$ cat src/rtl/up_counter_4b_pkg.sv
// Shared constants for the up_counter_4b family: the default width and
// the default terminal value derived from a width.
package up_counter_4b_pkg;

    localparam int COUNTER_WIDTH_DEFAULT = 4;

    // Largest value representable in 'width' bits, used as the default wrap point.
    function automatic int default_max_value(input int width);
        return (2 ** width) - 1;
    endfunction

endpackage

$ cat src/rtl/up_counter_4b.sv
// Enable-gated binary up counter that wraps at MAX_VALUE, with a combinational
// terminal-count flag and a registered one-cycle wrap pulse.
module up_counter_4b
    import up_counter_4b_pkg::*;
#(
    parameter int WIDTH     = COUNTER_WIDTH_DEFAULT,
    parameter int MAX_VALUE = default_max_value(WIDTH)
) (
    input  logic             clk,
    input  logic             reset,
    input  logic             enable,
    output logic [WIDTH-1:0] count,
    output logic             tc,
    output logic             wrap
);

    localparam logic [WIDTH-1:0] MAX_CNT = WIDTH'(MAX_VALUE);

    if (MAX_VALUE < 1 || MAX_VALUE > (2 ** WIDTH) - 1) begin : g_bad_max_value
        $error("up_counter_4b: MAX_VALUE %0d is outside 1..2**WIDTH-1 for WIDTH %0d",
               MAX_VALUE, WIDTH);
    end

    // Priority is reset, then enable, then hold; wrap is cleared on every
    // edge that is not an enabled rollover so it can never stretch.
    always_ff @(posedge clk) begin
        if (reset) begin
            count <= '0;
            wrap  <= 1'b0;
        end else if (enable) begin
            if (count == MAX_CNT) begin
                count <= '0;
                wrap  <= 1'b1;
            end else begin
                count <= count + WIDTH'(1);
                wrap  <= 1'b0;
            end
        end else begin
            wrap <= 1'b0;
        end
    end

    assign tc = (count == MAX_CNT);

endmodule

$ cat config.mk
export PLATFORM = sky130hd
export DESIGN_NAME = up_counter_4b
export DESIGN_NICKNAME = d
export VERILOG_FILES = /design/src/rtl/up_counter_4b_pkg.sv /design/src/rtl/up_counter_4b.sv
export SDC_FILE = /design/constraint.sdc
export NUM_CORES = 1
export LEC_CHECK = 0
export CORE_AREA = 2 2 39 41
export DETAILED_ROUTE_END_ITERATION = 7
export DIE_AREA = 0 0 41 43
export GPL_TIMING_DRIVEN = 1
export PLACE_DENSITY = 0.42
export SLEW_MARGIN = 10
export SYNTH_ARGS = -nofsm -noshare
export SYNTH_HDL_FRONTEND = slang
export SYNTH_SLANG_ARGS = --single-unit
$ cat constraint.sdc
create_clock -name clk -period 1.9 [get_ports clk]
set_input_delay 0.38 -clock clk [delete_from_list [all_inputs] [get_ports clk]]
set_output_delay 0.38 -clock clk [all_outputs]
set_load 0.05 [all_outputs]
==> flow_metrics.env, run 1 <==
export IMPL_grt_pass1_wl_um=648
export IMPL_setup_tns_ps=0
export IMPL_post_cts_buffers=0
export IMPL_synth_top_cell_by_area="dfxtp_1"
export IMPL_grt_util_all_layers_pct=6.533
export IMPL_worstPathArrival_ps=1330
export IMPL_path_delay_family="buffers and inverters"
export IMPL_die_h_um=43
export IMPL_synth_top_area_share_pct=47.62
export IMPL_fin_nets=38
export IMPL_cts_tree="yes"
export IMPL_ys_seq_area_share_pct=47.62
export IMPL_ys_warn_count=0
export IMPL_path_buf_inv=1
export IMPL_synthXorXnorAreaFrac_pct=4.167
export IMPL_period_minus_slack_ps=1705
export IMPL_p_comb_share_pct=13.6
export IMPL_first_iter_violations=1
export IMPL_routed_wl_um=429
export IMPL_finClkSkew_ps=1.232
export IMPL_setup_viol=0
export IMPL_clk_latency_ps=240
export IMPL_yosys_mux_area_fraction_pct=9.524
export IMPL_die_area_um2=1763
export IMPL_ant_nets=0
export IMPL_start_kind="flip-flop"
export IMPL_drc=0
export IMPL_rows=14
export IMPL_seq_power_share_pct=41.8
export IMPL_synth_simple_area_share_pct=20.83
export IMPL_clock_tree_root_cell="clkbuf_4"
export IMPL_synth_fa_ha_area_share_pct=5.952
export IMPL_cp_slowest_cell="clkdlybuf4s50_1"
export IMPL_hp_class="reg -> reg"
export IMPL_power_density_nw_per_um2=826.9
export IMPL_intPower_uw=203.1
export IMPL_required_ps=1520
export IMPL_cts_resized=0
export IMPL_port_buffers=8
export IMPL_synth_top_family_by_area="simple AND/OR/NAND/NOR gates"
export IMPL_p_clk_share_pct=44.6
export IMPL_p_sw_uw=71.11
export IMPL_ys_seq_elements=5
export IMPL_synth_cell_types=14
export IMPL_cts_num_sinks=5
export IMPL_antenna_diode_count=0
export IMPL_clk_pin_slew_ps=40
export IMPL_synth_compound_area_share_pct=9.524
export IMPL_clk_path_buf_depth=2
export IMPL_grt_pass1_vias=155
export IMPL_cts_htree_levels=1
export IMPL_coreArea_um2=1384
export IMPL_drive_gt1_share_pct=24.24
export IMPL_avgSynthCellArea_um2=9.555
export IMPL_synth_nets=26
export IMPL_design_area_um2=331.6
export IMPL_hold_buffers=0
export IMPL_dieWidth_um=41
export IMPL_grt_ovfl_total=0
export IMPL_wl_per_cell_um=8.755
export IMPL_peakVddDrop_mv=0.2417
export IMPL_drv_cap=0
export IMPL_switching_share_pct=25.93
export IMPL_postSynthCellCount=22
export IMPL_rsz0062_at_grt="no"
export IMPL_routabilityCongestion=0.6400
export IMPL_place_area_um2=305.3
export IMPL_multi_input_area_um2=105.1
export IMPL_p_leak_nw=0.1441
export IMPL_crit_path_cell_trace="clkdlybuf4s50_1"
export IMPL_slew_violations=0
export IMPL_dr_pass1_iters=2
export IMPL_area_delta_synth_final_pct=57.74
export IMPL_grt_start_max_net_pins=7
export IMPL_crit_type="reg -> out"
export IMPL_layout_common_cells="dfxtp_1, nor2_1, buf_4"
export IMPL_worst_path_max_fanout=1
export IMPL_synth_area_leaders="dfxtp_1, mux2i_1, nor2_1"
export IMPL_status="complete, no violations"
export IMPL_fmax_ghz=0.5864
export IMPL_start_util_pct=15.19
export IMPL_io_pins=9
export IMPL_vias=195
export IMPL_period_share_pct=89.76
export IMPL_slew_headroom_pct=67.33
export IMPL_slowest_delay_ps=790
export IMPL_hold_violations=0
export IMPL_grt_antenna_before_repair=0
export IMPL_synth_area_um2=210.2
export IMPL_layout_commonest_cell="dfxtp_1"
export IMPL_fillers=155
export IMPL_worst_slew_pin_slew_ps=488.5
export IMPL_seq_area_um2=100.1
export IMPL_end_kind="output pin"
export IMPL_cts_buffers_inserted=3
export IMPL_routed_via_density=3.980
==> logic make-up (layout without fill, tap and decap cells) <==
group | count (synthesis) | in the layout
multiplexers | 2 | 2
XOR/XNOR | 1 | 1
buffers and inverters | 1 | 12
flip-flops | 5 | 5
AND/OR/NAND/NOR | 9 | 9
AO/OA/AOI/OAI | 3 | 3
adder cells (fa/ha/maj) | 1 | 1
==> synthesized netlist by cell type <==
cell	number
a21oi_1	1
a31oi_1	1
a41oi_1	1
and3_1	1
and3b_1	1
clkbuf_2	1
dfxtp_1	5
ha_1	1
mux2i_1	2
nand2_1	1
nand3_1	1
nor2_1	4
nor3_1	1
xor2_1	1
==> registers in the layout (all words and copies together) (netlist names) <==
name	flops
wrap	1
count	4
==> stage by stage <==
stage,util [%],hold WS [ps],setup WS [ps],cells,power [mW]
2_1_floorplan,-,452.4,72.40,22,0.1410
4_1_cts,23.96,565.8,173.7,49,0.2849
5_1_grt,23.96,577.8,153.7,49,0.2936
3_3_place_gp,22.06,558.1,445.3,45,0.1540
6_report,23.96,563.6,194.6,49,0.2742
3_5_place_dp,22.06,555.2,444.7,45,0.1540
==> layer usage <==
metal  routed length [um]  share of wire (%)  up-vias  track usage (%)
met5                    0                  0        -                0
met4                    0                  0        0            8.000
met3                   58                 14        0            6.283
met2                  171                 40        9            6.563
met1                  198                 46       86            6.452
li1                     -                  -      100                -
==> power by group through the flow <==
stage / Combinational, mW / Clock, mW / Sequential, mW
finish: 0.0372 / 0.122 / 0.115
global route: 0.0397 / 0.139 / 0.115
CTS: 0.0376 / 0.133 / 0.115
detailed placement: 0.0375 / 0 / 0.116
global placement: 0.0375 / 0 / 0.116
floorplan: 0.0116 / 0 / 0.129
==> final cells by class <==
cell class / instances / area share, %
clock buffers: 4 / 7.925
well taps: 16 / 6.038
multi-input cells: 16 / 31.70
flip-flops and latches: 5 / 30.19
repair buffers: 8 / 24.15
==> worst paths after layout <==
check / end / slack (ps) / from / cells past startpoint
worst max-delay path: wrap / 190 / wrap$_SDFF_PP0_ / 1
worst min-delay path: count[1]$_SDFFE_PP0P_ / 560 / count[1]$_SDFFE_PP0P_ / 2
worst max register to register: wrap$_SDFF_PP0_ / 800 / count[0]$_SDFFE_PP0P_ / 3
worst min register to register: count[1]$_SDFFE_PP0P_ / 560 / count[1]$_SDFFE_PP0P_ / 2
Note: power is estimated with default switching activity, not from simulation.
==> run 2, diff against run 1 <==
- clock period: 1.9 -> 1.8 ns (I/O delays scaled with it)
==> run 2 against run 1 <==
Clock power grew 3%. First-iteration DRC count increased to 4.0 times the previous value. Setup slack got worse by 75 ps. Design area up 0.38%. Global-route usage is 0.11 points lower. Critical path depth unchanged. Cell count stayed put. Critical endpoint unchanged. Largest power group unchanged.
==> flow_metrics.env, run 2 (synthesis gave the netlist of run 1 again) <==
export IMPL_status="complete, no violations"
export IMPL_busiest_layer="met4"
export IMPL_period_minus_slack_ps=1680
export IMPL_ant_nets=0
export IMPL_reg2reg_to="wrap$_SDFF_PP0_"
export IMPL_dp_hpwl_um=339.3
export IMPL_period_share_pct=93.34
export IMPL_worst_slew_pin_slew_ps=486.7
export IMPL_vias=203
export IMPL_routed_via_density=4.143
export IMPL_largest_reg_flops=4
export IMPL_cts_num_sinks=5
export IMPL_rrSetupSlack_ps=710
export IMPL_crit_end="wrap"
export IMPL_clk_path_buf_depth=2
export IMPL_hold_violations=0
export IMPL_whs_ps=560.1
export IMPL_routed_wl_um=446
export IMPL_clock_tree_root_cell="clkbuf_4"
export IMPL_cts_resized=0
export IMPL_power_density_nw_per_um2=862.2
export IMPL_cp_slowest_cell="clkdlybuf4s50_1"
export IMPL_cts_buffers_inserted=3
export IMPL_crit_type="reg -> out"
export IMPL_rsz0062_at_grt="no"
export IMPL_slew_violations=0
export IMPL_die_area_um2=1763
export IMPL_fin_nets=38
export IMPL_grt_start_max_net_pins=7
export IMPL_io_pins=9
export IMPL_power_uw=286.9
export IMPL_r2r_cells=3
export IMPL_grt_util_all_layers_pct=6.426
export IMPL_grt_antenna_before_repair=0
export IMPL_drc=0
export IMPL_wl_per_cell_um=9.102
export IMPL_slew_headroom_pct=67.45
export IMPL_finClkSkew_ps=0.4182
export IMPL_path_buf_inv=1
export IMPL_grt_util_met2_pct=9.375
export IMPL_crit_start="wrap$_SDFF_PP0_"
export IMPL_port_buffers=8
export IMPL_rows=14
export IMPL_path_delay_family="buffers and inverters"
export IMPL_reg_largest_list="count x4, wrap x1"
export IMPL_worstPathArrival_ps=1320
export IMPL_antenna_diode_count=0
export IMPL_dr_pass1_iters=4
export IMPL_p_leak_nw=0.1443
export IMPL_slowest_delay_ps=790
export IMPL_start_util_pct=15.19
export IMPL_clk_pin_slew_ps=40
export IMPL_hp_class="reg -> reg"
export IMPL_grt_pass1_wl_um=655
export IMPL_cts_htree_levels=1
export IMPL_grt_pass1_vias=179
export IMPL_first_iter_violations=4
export IMPL_layout_common_cells="nor2_1, dfxtp_1, buf_4"
export IMPL_end_kind="output pin"
export IMPL_fillers=164
export IMPL_area_delta_synth_final_pct=58.33
export IMPL_drive_gt1_share_pct=27.27
export IMPL_worst_path_max_fanout=1
export IMPL_crit_path_cell_trace="clkdlybuf4s50_1"
export IMPL_dieWidth_um=41
export IMPL_max_flop_register="count"
export IMPL_routabilityCongestion=0.6861
export IMPL_grt_use_met3_pct=1.571
export IMPL_fmax_ghz=0.5952
export IMPL_coreArea_um2=1384
export IMPL_grt_ovfl_total=0
export IMPL_worstReg2RegStart="count[1]$_SDFFE_PP0P_"
export IMPL_peakVddDrop_mv=0.1962
export IMPL_required_ps=1440
export IMPL_clk_latency_ps=230
export IMPL_drv_cap=0
export IMPL_setup_tns_ps=0
export IMPL_cp_depth=1
export IMPL_grt_util_met1_pct=4.180
export IMPL_die_h_um=43
export IMPL_cts_tree="yes"
export IMPL_setup_viol=0
export IMPL_start_kind="flip-flop"
export IMPL_hold_buffers=0
export IMPL_post_cts_buffers=0
run 2: cell count changes in the layout (fill, tap and decap cells not counted):
cell and delta:
dfxtp_2 +1, dfxtp_1 -1
run 2: worst min-delay path by stage:
stage / from / end / cells after the start
detailed placement: count[0]$_SDFFE_PP0P_ / count[0]$_SDFFE_PP0P_ / 2
global placement: count[0]$_SDFFE_PP0P_ / count[0]$_SDFFE_PP0P_ / 2
global route: count[0]$_SDFFE_PP0P_ / count[0]$_SDFFE_PP0P_ / 2
finish: count[0]$_SDFFE_PP0P_ / count[0]$_SDFFE_PP0P_ / 2
floorplan: reset / count[0]$_SDFFE_PP0P_ / 1
CTS: count[0]$_SDFFE_PP0P_ / count[0]$_SDFFE_PP0P_ / 2
run 2: final cells by class:
cell class	instances	area (um2)	area share (%)
Clock buffer	4	26.28	7.895
Multi-Input combinational cell	16	105.1	31.58
Sequential cell	5	101.3	30.45
Tap cell	16	20.02	6.015
Timing Repair Buffer	8	80.08	24.06
run 2: layer usage:
| metal | wire length [um] | up-vias | part of all wire [%] |
|---|---|---|---|
| met4 | 22 | 0 | 4.9 |
| met5 | 0 | - | 0 |
| li1 | - | 101 | - |
| met1 | 165 | 95 | 37 |
| met2 | 237 | 5 | 53 |
| met3 | 20 | 2 | 4.5 |
run 2: worst reg2reg max path, delay by kind of cell, from the launching register on:
kind                       cells  cell delay, ps
DFF                            1             390
adders and majority gates      1             230
and+or+nand+nor                2             410
run 2: through the flow:
step                utilization [%]  instances  setup slack (ps)  cell area [um2]
floorplan                         -         22             3.794            211.5
global placement              22.15         45             364.1            306.5
detailed placement            22.15         45             366.1            306.5
CTS                           24.05         49             110.3            332.8
global route                  24.05         49             80.05            332.8
finish                        24.05         49             119.9            332.8
run 2: power breakdown:
group          switching, mW  leakage (nW)  internal (mW)  total, mW
clock network         0.0422        0.0150         0.0836      0.126
registers            0.00618        0.0409          0.116      0.122
logic                 0.0239        0.0884         0.0152     0.0392
